<file path="src/rtl/seven_seg_scan.sv">
// Four-digit scan driver: frame-latched inputs, anti-ghost blank phase, optional PWM dimming (SEG_SCAN_DIM_EN).
// Latency: outputs registered one cycle behind the scan counters; free-running, no backpressure.
module seven_seg_scan #(
  parameter int PHASE_LEN = 3125
) (
  input  logic       clk,
  input  logic       rstn,
  input  logic [7:0] seg_in_1,
  input  logic [7:0] seg_in_2,
  input  logic [7:0] seg_in_3,
  input  logic [7:0] seg_in_4,
  input  logic [3:0] digit_en,
  input  logic [2:0] brightness,
  output logic [7:0] seg_out,
  output logic [3:0] an,
  output logic       frame_tick
);

  localparam int CW = (PHASE_LEN > 1) ? $clog2(PHASE_LEN) : 1;
  localparam logic [CW-1:0] CYC_LAST = CW'(PHASE_LEN - 1);

  logic [CW-1:0] cyc;
  logic [2:0]    phase;
  logic [1:0]    slot;
  logic [7:0]    seg_sh [4];
  logic [3:0]    digit_en_sh;
  logic [2:0]    bright_eff;
  logic          bnd_q;
  logic          cyc_last;
  logic          boundary;
  logic          lit;

  assign cyc_last = (cyc == CYC_LAST);
  assign boundary = cyc_last && (phase == 3'd7) && (slot == 2'd3);

  always_ff @(posedge clk or negedge rstn) begin
    if (!rstn) begin
      cyc   <= '0;
      phase <= '0;
      slot  <= '0;
    end else if (cyc_last) begin
      cyc   <= '0;
      phase <= phase + 3'd1;
      if (phase == 3'd7) begin
        slot <= slot + 2'd1;
      end
    end else begin
      cyc <= cyc + CW'(1);
    end
  end

  // Inputs are sampled only on the frame boundary so a frame never shows a mix of old and new data.
  always_ff @(posedge clk or negedge rstn) begin
    if (!rstn) begin
      seg_sh      <= '{default: 8'hFF};
      digit_en_sh <= 4'h0;
    end else if (boundary) begin
      seg_sh[0]   <= seg_in_1;
      seg_sh[1]   <= seg_in_2;
      seg_sh[2]   <= seg_in_3;
      seg_sh[3]   <= seg_in_4;
      digit_en_sh <= digit_en;
    end
  end

`ifdef SEG_SCAN_DIM_EN
  logic [2:0] bright_sh;

  always_ff @(posedge clk or negedge rstn) begin
    if (!rstn) begin
      bright_sh <= 3'd7;
    end else if (boundary) begin
      bright_sh <= brightness;
    end
  end

  assign bright_eff = bright_sh;
`else
  logic unused_bright;

  assign unused_bright = ^brightness;
  assign bright_eff    = 3'd7;
`endif

  // Phase 0 of every slot stays dark so the anode switch never overlaps the previous digit's segments.
  assign lit = digit_en_sh[slot] && (phase != 3'd0) && (phase <= bright_eff);

  always_ff @(posedge clk or negedge rstn) begin
    if (!rstn) begin
      seg_out    <= 8'hFF;
      an         <= 4'hF;
      frame_tick <= 1'b0;
      bnd_q      <= 1'b0;
    end else begin
      bnd_q      <= boundary;
      frame_tick <= bnd_q;
      an         <= lit ? ~(4'b0001 << slot) : 4'hF;
      seg_out    <= lit ? seg_sh[slot] : 8'hFF;
    end
  end

endmodule

</file>
<file path="config.mk">
export PLATFORM = sky130hd
export DESIGN_NAME = seven_seg_scan
export DESIGN_NICKNAME = d
export VERILOG_FILES = /design/src/rtl/seven_seg_scan.sv
export SDC_FILE = /design/constraint.sdc
export NUM_CORES = 1
export LEC_CHECK = 0
export ABC_AREA = 1
export CAP_MARGIN = 20
export CELL_PAD_IN_SITES_DETAIL_PLACEMENT = 1
export CELL_PAD_IN_SITES_GLOBAL_PLACEMENT = 1
export CORE_ASPECT_RATIO = 1.4
export CORE_MARGIN = 4
export CORE_UTILIZATION = 33
export DETAILED_ROUTE_END_ITERATION = 12
export HOLD_SLACK_MARGIN = 0.03
export PLACE_DENSITY = 0.72
export RECOVER_POWER = 100
export SLEW_MARGIN = 40
export SYNTH_ARGS = -nofsm -noshare
export SYNTH_HDL_FRONTEND = slang
export SYNTH_SLANG_ARGS = --single-unit
</file>
<file path="constraint.sdc">
create_clock -name clk -period 1.8 [get_ports clk]
set_clock_uncertainty 0.05 [all_clocks]
set_input_delay 0.45 -clock clk [delete_from_list [all_inputs] [get_ports clk]]
set_output_delay 0.45 -clock clk [all_outputs]
set_load 0.01 [all_outputs]
</file>
# [After elaboration in Yosys (flattened, before gate mapping)]
# Index checks and enable logic that the tools add are counted.
# Widths: inputs -> output; s select.
[totals] ff_bits=67 out_inout_bits=13 word_cells=38 input_bits=41
[classes] order_cmp=3 n_bitwise=2 reduce_logical=6 n_addsub=3 eq_ne=3 n_mux=8 shifts=1
[ops] cell="$mux 8" n=3
[ops] cell="$bmux 8 s2" n=1
[ops] cell="$add 12x1->12 const B" n=1
[ops] cell="$eq 12x12->1 const B" n=1
[ops] cell="$mux 12" n=1
[ops] cell="$logic_and 1x1->1" n=4
[ops] cell="$mux 4" n=1
[ops] cell="$not 4->4" n=1
[ops] cell="$shl 1x2->4 const A" n=1
[ops] cell="$add 3x1->3 const B" n=1
[ops] cell="$eq 3x3->1 const B" n=1
[ops] cell="$ge 3x3->1 const B" n=1
[ops] cell="$le 3x3->1 const B" n=1
[ops] cell="$lt 2x3->1 const B" n=1
[ops] cell="$not 2->3" n=1
[ops] cell="$reduce_bool 3->1" n=1
[ops] cell="$add 2x1->2 const B" n=1
[ops] cell="$bmux 1 s2" n=1
[ops] cell="$eq 2x2->1 const B" n=1
[ops] cell="$reduce_and 2->1" n=1
[ops] cell="$mux 1" n=1

# [Longest topological paths before layout]
# Gate-level depths: netlist (run 1).
[depth] ltp_word=5 depth_mapped=8 depth_no_buf=8

# [Worst setup path after synthesis (run 1)]
# Ideal clock, no wire load.
[synth_timing] path_kind="register -> register" start="register cyc[0]" end="register digit_en_sh[2]" setup_slack_ns=0.352 required_ns=1.633 setup_time_ns=0.117 synth_period_minus_slack_ns=1.448 t_arrival_ns=1.281 stages_incl_launch_ff=9 cell_sequence="dfrtp_1 > inv_1 > ha_1 > nand3_1 > nor2_4 > nand3_4 > buf_6 > nand2_1 > nand2_1"
[synth_between] elab_chain_cells=3
[synth_lines] element="start, declared" line_no="22" rtl="logic [CW-1:0] cyc;"
[synth_lines] element="start signal, assigned" line_no="48" rtl="cyc <= cyc + CW'(1);"
[synth_lines] element="$eq 12x12->1" line_no="33" rtl="assign cyc_last = (cyc == CYC_LAST);"
[synth_lines] element="$logic_and 1x1->1 (2 in series)" line_no="34" rtl="assign boundary = cyc_last && (phase == 3'd7) && (slot == 2'd3);"
[synth_lines] element="end signal, assigned" line_no="62" rtl="digit_en_sh <= digit_en;"
[synth_lines] element="end, declared" line_no="26" rtl="logic [3:0] digit_en_sh;"
# Every way passes these cells.
# A chain may end at the register's enable or synchronous reset.

# [Worst setup path in the final report (run 1)]
[layout_timing] start="register frame_tick" end="output frame_tick"
[layout_lines] element="start, declared" line_no="16" rtl="output logic frame_tick"
[layout_lines] element="start signal, assigned" line_no="96" rtl="frame_tick <= bnd_q;"
# No word-level cell between the ends.

==> results of run 1 <==
==> path summary, 6_finish.rpt <==
path                                            from  slack [ns]  cells past startpoint                          to
worst max register to register   slot[0]$_DFFE_PN0P_        0.14                      6        seg_out[0]$_DFF_PN1_
worst max-delay path            frame_tick$_DFF_PN0_        0.12                      1                  frame_tick
worst min register to register       bnd_q$_DFF_PN0_        0.30                      0        frame_tick$_DFF_PN0_
max in group asynchronous                       rstn        0.76                      2         slot[0]$_DFFE_PN0P_
worst min-delay path                            rstn        0.29                      2  digit_en_sh[2]$_DFFE_PN0P_
min in group clk                     bnd_q$_DFF_PN0_        0.30                      0        frame_tick$_DFF_PN0_
==> sequential cells by signal, indices dropped and copies added (netlist names) <==
name / cells
phase: 3
cyc: 12
an: 4
slot: 2
seg_out: 8
frame_tick: 1
bnd_q: 1
digit_en_sh: 4
seg_sh: 32
==> timing repair <==
action,in CTS,in global routing
pin swaps,0,1
endpoints found under the setup margin,17,10
resized for setup,13,3
setup buffers,0,3
==> kinds of logic after synthesis <==
group | share of synthesized area
fa+ha+maj | 0.0341
compound gates | 0.0386
flops | 0.524
xor+xnor | 0.00530
buf+inv | 0.0795
simple gates | 0.318
==> where the power goes <==
group / switching [µW] / internal, µW / leakage, µW
logic: 39.8 / 69.4 / 0.00112
clock network: 611 / 1250 / 0.000151
registers: 0 / 1510 / 0.000747
==> through the flow <==
step	setup WS [ns]	TNS, ns
after global placement	0.122	0
after detailed placement	-0.0413	-0.0591
after CTS	0.0911	0
after global routing	0.00500	0
final	0.123	0
after floorplan	0.352	0
==> cell type report <==
class | instances | area (µm²)
multi-input cells | 270 | 1310
clock buffers | 14 | 254
inverters | 32 | 124
flip-flops and latches | 67 | 1730
well taps | 132 | 165
fillers | 1140 | 5360
repair buffers | 65 | 607
clock inverters | 2 | 60.1
==> cells in the final DEF (no fill, tap or decap), types with 2 or more instances in the layout <==
master and instances:
clkbuf_4 2, clkbuf_1 5, dfstp_2 44, clkbuf_16 9, inv_2 3, o21ai_0 19
buf_4 8, xor2_1 2, nand3_1 21, o21bai_1 3, buf_6 2, dlygate4sd2_1 12
nand2_1 120, nor2_1 48, nand4_1 40, ha_1 9, bufinv_16 2, clkdlybuf4s50_1 37
inv_1 28, dfrtp_1 22
==> layer usage <==
| metal | vias to the layer above | global-route usage | wire length [µm] |
|---|---|---|---|
| met5 | - | 0 | 0 |
| met4 | 0 | 0.0674 | 209 |
| met3 | 12 | 0.0379 | 312 |
| met2 | 41 | 0.294 | 4660 |
| met1 | 1367 | 0.180 | 3550 |
| li1 | 1372 | - | - |
==> impl_metrics.env, run 1 <==
export IMPL_syn_num_nets=440
export IMPL_stdcell_count=582
export IMPL_synthArstFlopShare=1.00
export IMPL_drive_above_1_share=0.182
export IMPL_numPortBuffers=50
export IMPL_dr_first_iter_drc_count=57
export IMPL_min_period_over_period=0.932
export IMPL_crit_family="buffers and inverters"
export IMPL_numClockSinks=67
export IMPL_clk_transition_reported_paths_ns=0.05
export IMPL_nNetsFinal=495
export IMPL_ys_seq_area_frac=0.524
export IMPL_status="finished, final reports clean"
export IMPL_cpPeakStageDelay_ns=0.53
export IMPL_synth_edff_count=0
export IMPL_ys_types=22
export IMPL_crit_fanout=1
export IMPL_drc_errors=0
export IMPL_leakagePower_uw=0.00201
export IMPL_post_drt_via_cell_ratio=4.80
export IMPL_rows=42
export IMPL_cp_start_kind="register"
export IMPL_grt_max_degree=68
export IMPL_syn2layout_area_growth_pct=28.8
export IMPL_relSlewSlack=0.400
export IMPL_crit_buf_inv=1
export IMPL_gr_total_overflow=0
export IMPL_globalplace_congestion=0.770
export IMPL_synth_top_cell_by_area="dfstp_2"
export IMPL_setup_viol=0
export IMPL_synth_area_leaders="dfstp_2, dfrtp_1, nand2_1"
export IMPL_ys_ff_latch=67
export IMPL_cap_violations=0
export IMPL_start_util=0.343
export IMPL_vias=2792
export IMPL_clockRootBuffer="clkbuf_16"
export IMPL_total_power_uw=3490
export IMPL_antenna_found_initial=0
export IMPL_final_core_util=0.442
export IMPL_required_ns=1.30
export IMPL_place_area_um2=3960
export IMPL_firstDrtPassIters=4
export IMPL_post_dp_hpwl_mm=6.23
export IMPL_avgSynthCellArea_um2=8.47
export IMPL_p_per_area_nw_per_um2=819
export IMPL_ys_warn_count=0
export IMPL_dp_cells=563
export IMPL_synthTopCellsByCount="nand2_1, nor2_1, dfstp_2"
export IMPL_crit_type="register to primary output"
export IMPL_clk_path_buf_depth=2
export IMPL_fp_dieArea_um2=11700
export IMPL_grt_pass1_wl_mm=14.8
export IMPL_grt_pass1_vias=3050
export IMPL_cts_hold_buffers_added=0
export IMPL_holdWs_ns=0.290
export IMPL_synth_ff_type="dfstp_2"
export IMPL_path_cells="clkdlybuf4s50_1"
export IMPL_max_slew_worst_pin_slew_ns=0.900
export IMPL_io_pins=54
export IMPL_die_x_um=92.6
export IMPL_cp_slowest_cell="clkdlybuf4s50_1"
export IMPL_finalCriticalPeriod_ns=1.68
export IMPL_cts_tree="built"
export IMPL_netlist_instances=390
export IMPL_diodes=0
export IMPL_crit_arrival_ns=1.18
export IMPL_clock_latency_ns=0.33
export IMPL_rsz0062_at_grt="no"
export IMPL_die_h_um=126
export IMPL_syn_area_um2=3300
export IMPL_yosysMostFrequentCell="nand2_1"
export IMPL_grt_usage=0.162
export IMPL_wl_mm=8.73
export IMPL_wire_per_inst_um=15.0
export IMPL_fmax_mhz=596
export IMPL_core_region_area_um2=9620
export IMPL_hold_viol=0
export IMPL_h_tree_depth=3
export IMPL_cts_buffers=9
export IMPL_ir_drop_uv=488
export IMPL_slew_violations=0
export IMPL_crit_path_end_kind="primary output"
export IMPL_ant_nets=0
export IMPL_final_area_um2=4260
export IMPL_synth_top_area_share=0.350
export IMPL_min_path_type="input pin to async pin"
Note: power is estimated with default switching activity, not from simulation.
==> run 2, diff against run 1 <==
CORE_MARGIN = default   (was 4)
SKIP_LAST_GASP = 1   (was default)
==> run 2 against run 1 <==
First-iteration DRC count increased by 77%. Sequential cell count did not move. Cell count up 0.17%. Count of clock-buffer cells in the layout stayed put. Routed wire length decreased by 5.3%. Combinational power about the same. Worst setup slack better by 0.0097 ns. Via count is 0.97% lower. Hold slack better by 0.013 ns. Largest power group unchanged. Sequential share of layout area about the same. Non-clock buffer count is 1 higher.
==> impl_metrics.env, run 2 (synthesized netlist as in run 1, its figures left out) <==
export IMPL_pwr_share_seq=0.471
export IMPL_drc_errors=0
export IMPL_top_register="seg_sh"
export IMPL_min_period_over_period=0.926
export IMPL_clockRootBuffer="clkbuf_16"
export IMPL_cpPeakStageDelay_ns=0.53
export IMPL_ir_drop_uv=417
export IMPL_clk_path_buf_depth=2
export IMPL_crit_buf_inv=1
export IMPL_grt_pass1_wl_mm=14.1
export IMPL_cts_tree="built"
export IMPL_die_h_um=120
export IMPL_fmax_mhz=600
export IMPL_max_slew_worst_pin_slew_ns=0.911
export IMPL_hold_viol=0
export IMPL_grt_pass1_vias=2883
export IMPL_slew_violations=0
export IMPL_comb_power_share=0.034
export IMPL_rr_worst_depth=8
export IMPL_wl_mm=8.27
export IMPL_setup_viol=0
export IMPL_leakagePower_uw=0.00203
export IMPL_finalCriticalPeriod_ns=1.67
export IMPL_cp_slowest_cell="clkdlybuf4s50_1"
export IMPL_status="finished, final reports clean"
export IMPL_intPower_uw=2590
export IMPL_clk_transition_reported_paths_ns=0.05
export IMPL_post_place_ws_ns=-0.123
export IMPL_fillers=1152
export IMPL_post_drt_via_cell_ratio=4.74
export IMPL_core_region_area_um2=9560
export IMPL_rsz0062_at_grt="no"
export IMPL_relSlewSlack=0.393
export IMPL_gr_total_overflow=0
export IMPL_vias=2765
export IMPL_worst_slack_ns=0.133
export IMPL_numPortBuffers=50
export IMPL_required_ns=1.30
export IMPL_cts_buffers=9
export IMPL_start_util=0.345
export IMPL_min_path_type="input pin to async pin"
export IMPL_drive_above_1_share=0.182
export IMPL_cap_violations=0
export IMPL_clock_latency_ns=0.32
export IMPL_nNetsFinal=496
export IMPL_holdWs_ns=0.303
export IMPL_p_sw_frac=0.195
export IMPL_power_frac_clock=0.495
export IMPL_grt_usage=0.176
export IMPL_path_cells="clkdlybuf4s50_1"
export IMPL_final_cell_mix="nand2_1, nor2_1, dfstp_2, nand4_1, clkdlybuf4s50_1"
export IMPL_crit_family="buffers and inverters"
export IMPL_largest_reg_flops=32
export IMPL_total_power_uw=3210
export IMPL_final_common_cell="nand2_1"
export IMPL_p_per_area_nw_per_um2=756
export IMPL_crit_path_end_kind="primary output"
export IMPL_grt_max_degree=68
export IMPL_die_x_um=86.6
export IMPL_fp_dieArea_um2=10400
export IMPL_h_tree_depth=3
export IMPL_multi_input_area_um2=1310
export IMPL_numClockSinks=67
export IMPL_seq_area_um2=1730
export IMPL_antenna_found_initial=0
export IMPL_power_net_switching_uw=628
export IMPL_diodes=0
export IMPL_crit_fanout=1
export IMPL_syn2layout_area_growth_pct=28.6
export IMPL_ant_nets=0
export IMPL_cp_start_kind="register"
export IMPL_cts_hold_buffers_added=0
export IMPL_crit_type="register to primary output"
export IMPL_globalplace_congestion=0.731
export IMPL_rows=42
export IMPL_post_dp_hpwl_mm=6.02
export IMPL_top_regs="seg_sh: 32 flops, cyc: 12 flops, seg_out: 8 flops"
export IMPL_wire_per_inst_um=14.2
export IMPL_io_pins=54
export IMPL_dr_first_iter_drc_count=101
export IMPL_tns_ns=0
export IMPL_firstDrtPassIters=4
export IMPL_path_depth=1
export IMPL_crit_arrival_ns=1.17
==> run 2: path summary, 6_finish.rpt <==
| check | slack [ns] | endpoint | from |
|---|---|---|---|
| max reg2reg | 0.16 | seg_sh[0]$_DFFE_PN1P_ | cyc[0]$_DFF_PN0_ |
| min in group clk | 0.30 | frame_tick$_DFF_PN0_ | bnd_q$_DFF_PN0_ |
| min | 0.30 | frame_tick$_DFF_PN0_ | rstn |
| min reg2reg | 0.30 | frame_tick$_DFF_PN0_ | bnd_q$_DFF_PN0_ |
| max in group asynchronous | 0.80 | slot[0]$_DFFE_PN0P_ | rstn |
| max | 0.13 | frame_tick | frame_tick$_DFF_PN0_ |
==> run 2: area by class of cell <==
class | instances | share of cell area
Clock buffer | 14 | 0.0621
Clock inverter | 2 | 0.00236
Inverter | 32 | 0.0283
Multi-Input combinational cell | 270 | 0.309
Sequential cell | 67 | 0.408
Tap cell | 132 | 0.0389
Timing Repair Buffer | 66 | 0.152
==> run 2: metrics by stage <==
step                cells   util  instance area (µm²)
detailed placement    565  0.417                 3990
global placement      565  0.417                 3990
CTS                   581  0.445                 4250
floorplan             390      -                 3300
global route          583  0.444                 4250
finish                583  0.444                 4250
==> run 2: per-layer routing <==
metal | share of wire | vias to the layer above | routed length, µm | track usage
li1 | - | 1378 | - | -
met1 | 0.43 | 1340 | 3520 | 0.209
met2 | 0.54 | 38 | 4430 | 0.317
met3 | 0.029 | 9 | 239 | 0.0403
met4 | 0.010 | 0 | 85 | 0.0375
met5 | 0 | - | 0 | 0
==> run 2: power by group through the flow <==
stage | registers, µW | logic (µW) | clock network (µW)
global placement | 1530 | 115 | 0
detailed placement | 1530 | 116 | 0
CTS | 1510 | 117 | 1650
global route | 1510 | 121 | 1710
finish | 1510 | 110 | 1590
==> run 2: what timing repair did <==
action | 4_1_cts | 5_1_grt
pin swaps | 0 | 1
resized for setup | 13 | 0
setup buffers | 0 | 2
setup endpoints to repair | 24 | 5
==> run 3, diff against run 2 <==
ABC_AREA = default   (was 1)
PLACE_DENSITY = default   (was 0.72)
PLACE_DENSITY_LB_ADDON = 0.1   (was default)
==> run 3 against run 2 <==
The run now ends with setup timing left. Fmax is 12% lower. Combinational power is 69% higher. Critical path depth increased by 7. Non-clock buffer count increased by 8. Highest routed layer unchanged. Largest cell class unchanged. Count of clock-buffer cells in the layout stayed put. Die area down 6.8%. Via count is 35% lower. Cell count down 33%. Hold slack improved by 0.0022 ns. Critical path type is now register to register. Sequential share of layout area increased by 1.3 points. Sequential cell count is the same. Routed wire length decreased by 26%. Critical endpoint is now digit_en_sh[1]$_DFFE_PN0P_.
==> impl_metrics.env, run 3 <==
export IMPL_max_slew_worst_pin_slew_ns=1.46
export IMPL_die_x_um=83.6
export IMPL_syn_num_nets=247
export IMPL_synthArstFlopShare=1.00
export IMPL_grt_pass1_wl_mm=10.4
export IMPL_leakagePower_uw=0.00180
export IMPL_drive_above_1_share=0.502
export IMPL_post_dp_hpwl_mm=4.12
export IMPL_worst_slack_ns=-0.0961
export IMPL_violations="setup timing"
export IMPL_core_region_area_um2=9030
export IMPL_rsz0062_at_grt="yes"
export IMPL_h_tree_depth=3
export IMPL_cp_start_kind="register"
export IMPL_min_path_type="register to register"
export IMPL_netlist_instances=197
export IMPL_cts_buffers=9
export IMPL_post_drt_via_cell_ratio=4.62
export IMPL_yosysMostFrequentCell="dfstp_2"
export IMPL_synth_top_area_share=0.376
export IMPL_antenna_found_initial=0
export IMPL_holdWs_ns=0.305
export IMPL_fmax_mhz=527
export IMPL_clock_latency_ns=0.32
export IMPL_crit_arrival_ns=2.05
export IMPL_ir_drop_uv=568
export IMPL_clockRootBuffer="clkbuf_16"
export IMPL_cts_tree="built"
export IMPL_die_h_um=116
export IMPL_ys_warn_count=0
export IMPL_synthTopCellsByCount="dfstp_2, mux2_4, dfrtp_1"
export IMPL_grt_max_degree=68
export IMPL_nNetsFinal=326
export IMPL_final_core_util=0.456
export IMPL_crit_path_end_kind="register"
export IMPL_crit_fanout=26
export IMPL_io_pins=54
export IMPL_synth_top_cell_by_area="dfstp_2"
export IMPL_top_regs="seg_sh: 32 flops, cyc: 12 flops, seg_out: 8 flops"
export IMPL_hold_viol=0
export IMPL_diodes=0
export IMPL_ys_ff_latch=67
export IMPL_globalplace_congestion=0.719
export IMPL_synth_ff_type="dfstp_2"
export IMPL_wl_mm=6.14
export IMPL_rows=41
export IMPL_top_register="seg_sh"
export IMPL_grt_pass1_vias=2029
export IMPL_firstDrtPassIters=4
export IMPL_final_common_cell="dfstp_2"
export IMPL_start_util=0.340
export IMPL_crit_type="register to register"
export IMPL_fp_dieArea_um2=9710
export IMPL_p_per_area_nw_per_um2=823
export IMPL_ys_types=31
export IMPL_numPortBuffers=50
export IMPL_wire_per_inst_um=15.8
export IMPL_finalCriticalPeriod_ns=1.90
export IMPL_syn2layout_area_growth_pct=33.9
export IMPL_largest_reg_flops=32
export IMPL_clk_path_buf_depth=2
export IMPL_ys_seq_area_frac=0.563
export IMPL_synth_area_leaders="dfstp_2, dfrtp_1, mux2_4"
export IMPL_gr_total_overflow=0
export IMPL_setup_viol=36
export IMPL_slew_violations=0
export IMPL_cts_hold_buffers_added=0
export IMPL_clk_transition_reported_paths_ns=0.05
export IMPL_synth_edff_count=0
export IMPL_drc_errors=0
export IMPL_syn_area_um2=3070
export IMPL_relSlewSlack=0.0272
export IMPL_final_cell_mix="dfstp_2, clkdlybuf4s50_1, mux2_4, dfrtp_1, buf_4"
export IMPL_dr_first_iter_drc_count=50
export IMPL_avgSynthCellArea_um2=15.6
export IMPL_cap_violations=0
export IMPL_grt_usage=0.141
export IMPL_vias=1794
export IMPL_min_period_over_period=1.05
export IMPL_ant_nets=0
export IMPL_required_ns=1.96
export IMPL_status="complete, but fails checks"
export IMPL_numClockSinks=67
run 3: cell count changes after synthesis, sizes merged, moves of 12 or more:
| cell | delta |
|---|---|
| nor2 | -38 |
| nand2 | -114 |
| nand4 | -39 |
| mux2 | +38 |
| o21ai | -18 |
| nand3 | -16 |
| buf | -12 |
| inv | -23 |
run 3: logic make-up after synthesis:
family / count (synthesis) / share of synthesized area
compound gates: 1 / 0.00163
flops: 67 / 0.563
xor+xnor: 12 / 0.0342
simple gates: 46 / 0.0965
mux: 47 / 0.242
buf+inv: 15 / 0.0260
fa+ha+maj: 9 / 0.0366
run 3: metrics by stage:
stage               setup TNS [ns]  instances  total power (µW)  cell area (µm²)  worst slack [ns]
finish                       -2.25        388              3390             4120           -0.0961
global route                 -6.03        388              3530             4120            -0.198
CTS                          -2.85        387              3460             4110            -0.115
global placement            -0.117        370              1820             3850           -0.0751
detailed placement           -1.10        370              1820             3850            -0.139
floorplan                   -0.518        197              1690             3070           -0.0548
run 3: final timing paths:
kind                                   from                         end  slack (ns)  depth (start not counted)
max                        cyc[1]$_DFF_PN0_  digit_en_sh[1]$_DFFE_PN0P_        -0.1                          8
min                         bnd_q$_DFF_PN0_        frame_tick$_DFF_PN0_        0.30                          0
max reg2reg                cyc[1]$_DFF_PN0_  digit_en_sh[1]$_DFFE_PN0P_        -0.1                          8
min reg2reg                 bnd_q$_DFF_PN0_        frame_tick$_DFF_PN0_        0.30                          0
max in group asynchronous              rstn           cyc[10]$_DFF_PN0_        0.30                          2
min in group asynchronous              rstn             bnd_q$_DFF_PN0_        0.54                          2
run 3: what timing repair did:
action,CTS,global route
gates resized for setup,12,4
buffers inserted,1,2
endpoints found under the setup margin,50,38
run 3: critical path, cell delays in order (launching register included):
cell and delay, ns:
dfrtp_1 0.38, inv_1 0.06, ha_2 0.17, nand4bb_1 0.16, nor4_4 0.19, buf_4 0.17, nand3_4 0.09, buf_12 0.19
mux2_4 0.31
run 3: power by group:
group | switching [µW] | leakage [µW] | total (µW) | internal, µW
sequential | 22.3 | 0.000760 | 1600 | 1580
combinational | 54.4 | 0.000899 | 186 | 131
clock | 600 | 0.000137 | 1600 | 1000
run 3: cell type report:
cell class	instances	area (µm²)
flip-flops and latches	67	1730
inverters	9	33.8
multi-input cells	115	1270
well taps	107	134
repair buffers	74	671
clock inverters	2	10.0
clock buffers	14	264
fillers	919	4910
run 3: routing by layer:
metal | global-route usage | vias up | routed length, µm
met5 | 0 | - | 0
met3 | 0.0389 | 7 | 258
met1 | 0.169 | 919 | 2660
met2 | 0.243 | 31 | 3150
met4 | 0.0576 | 0 | 76
li1 | - | 837 | -
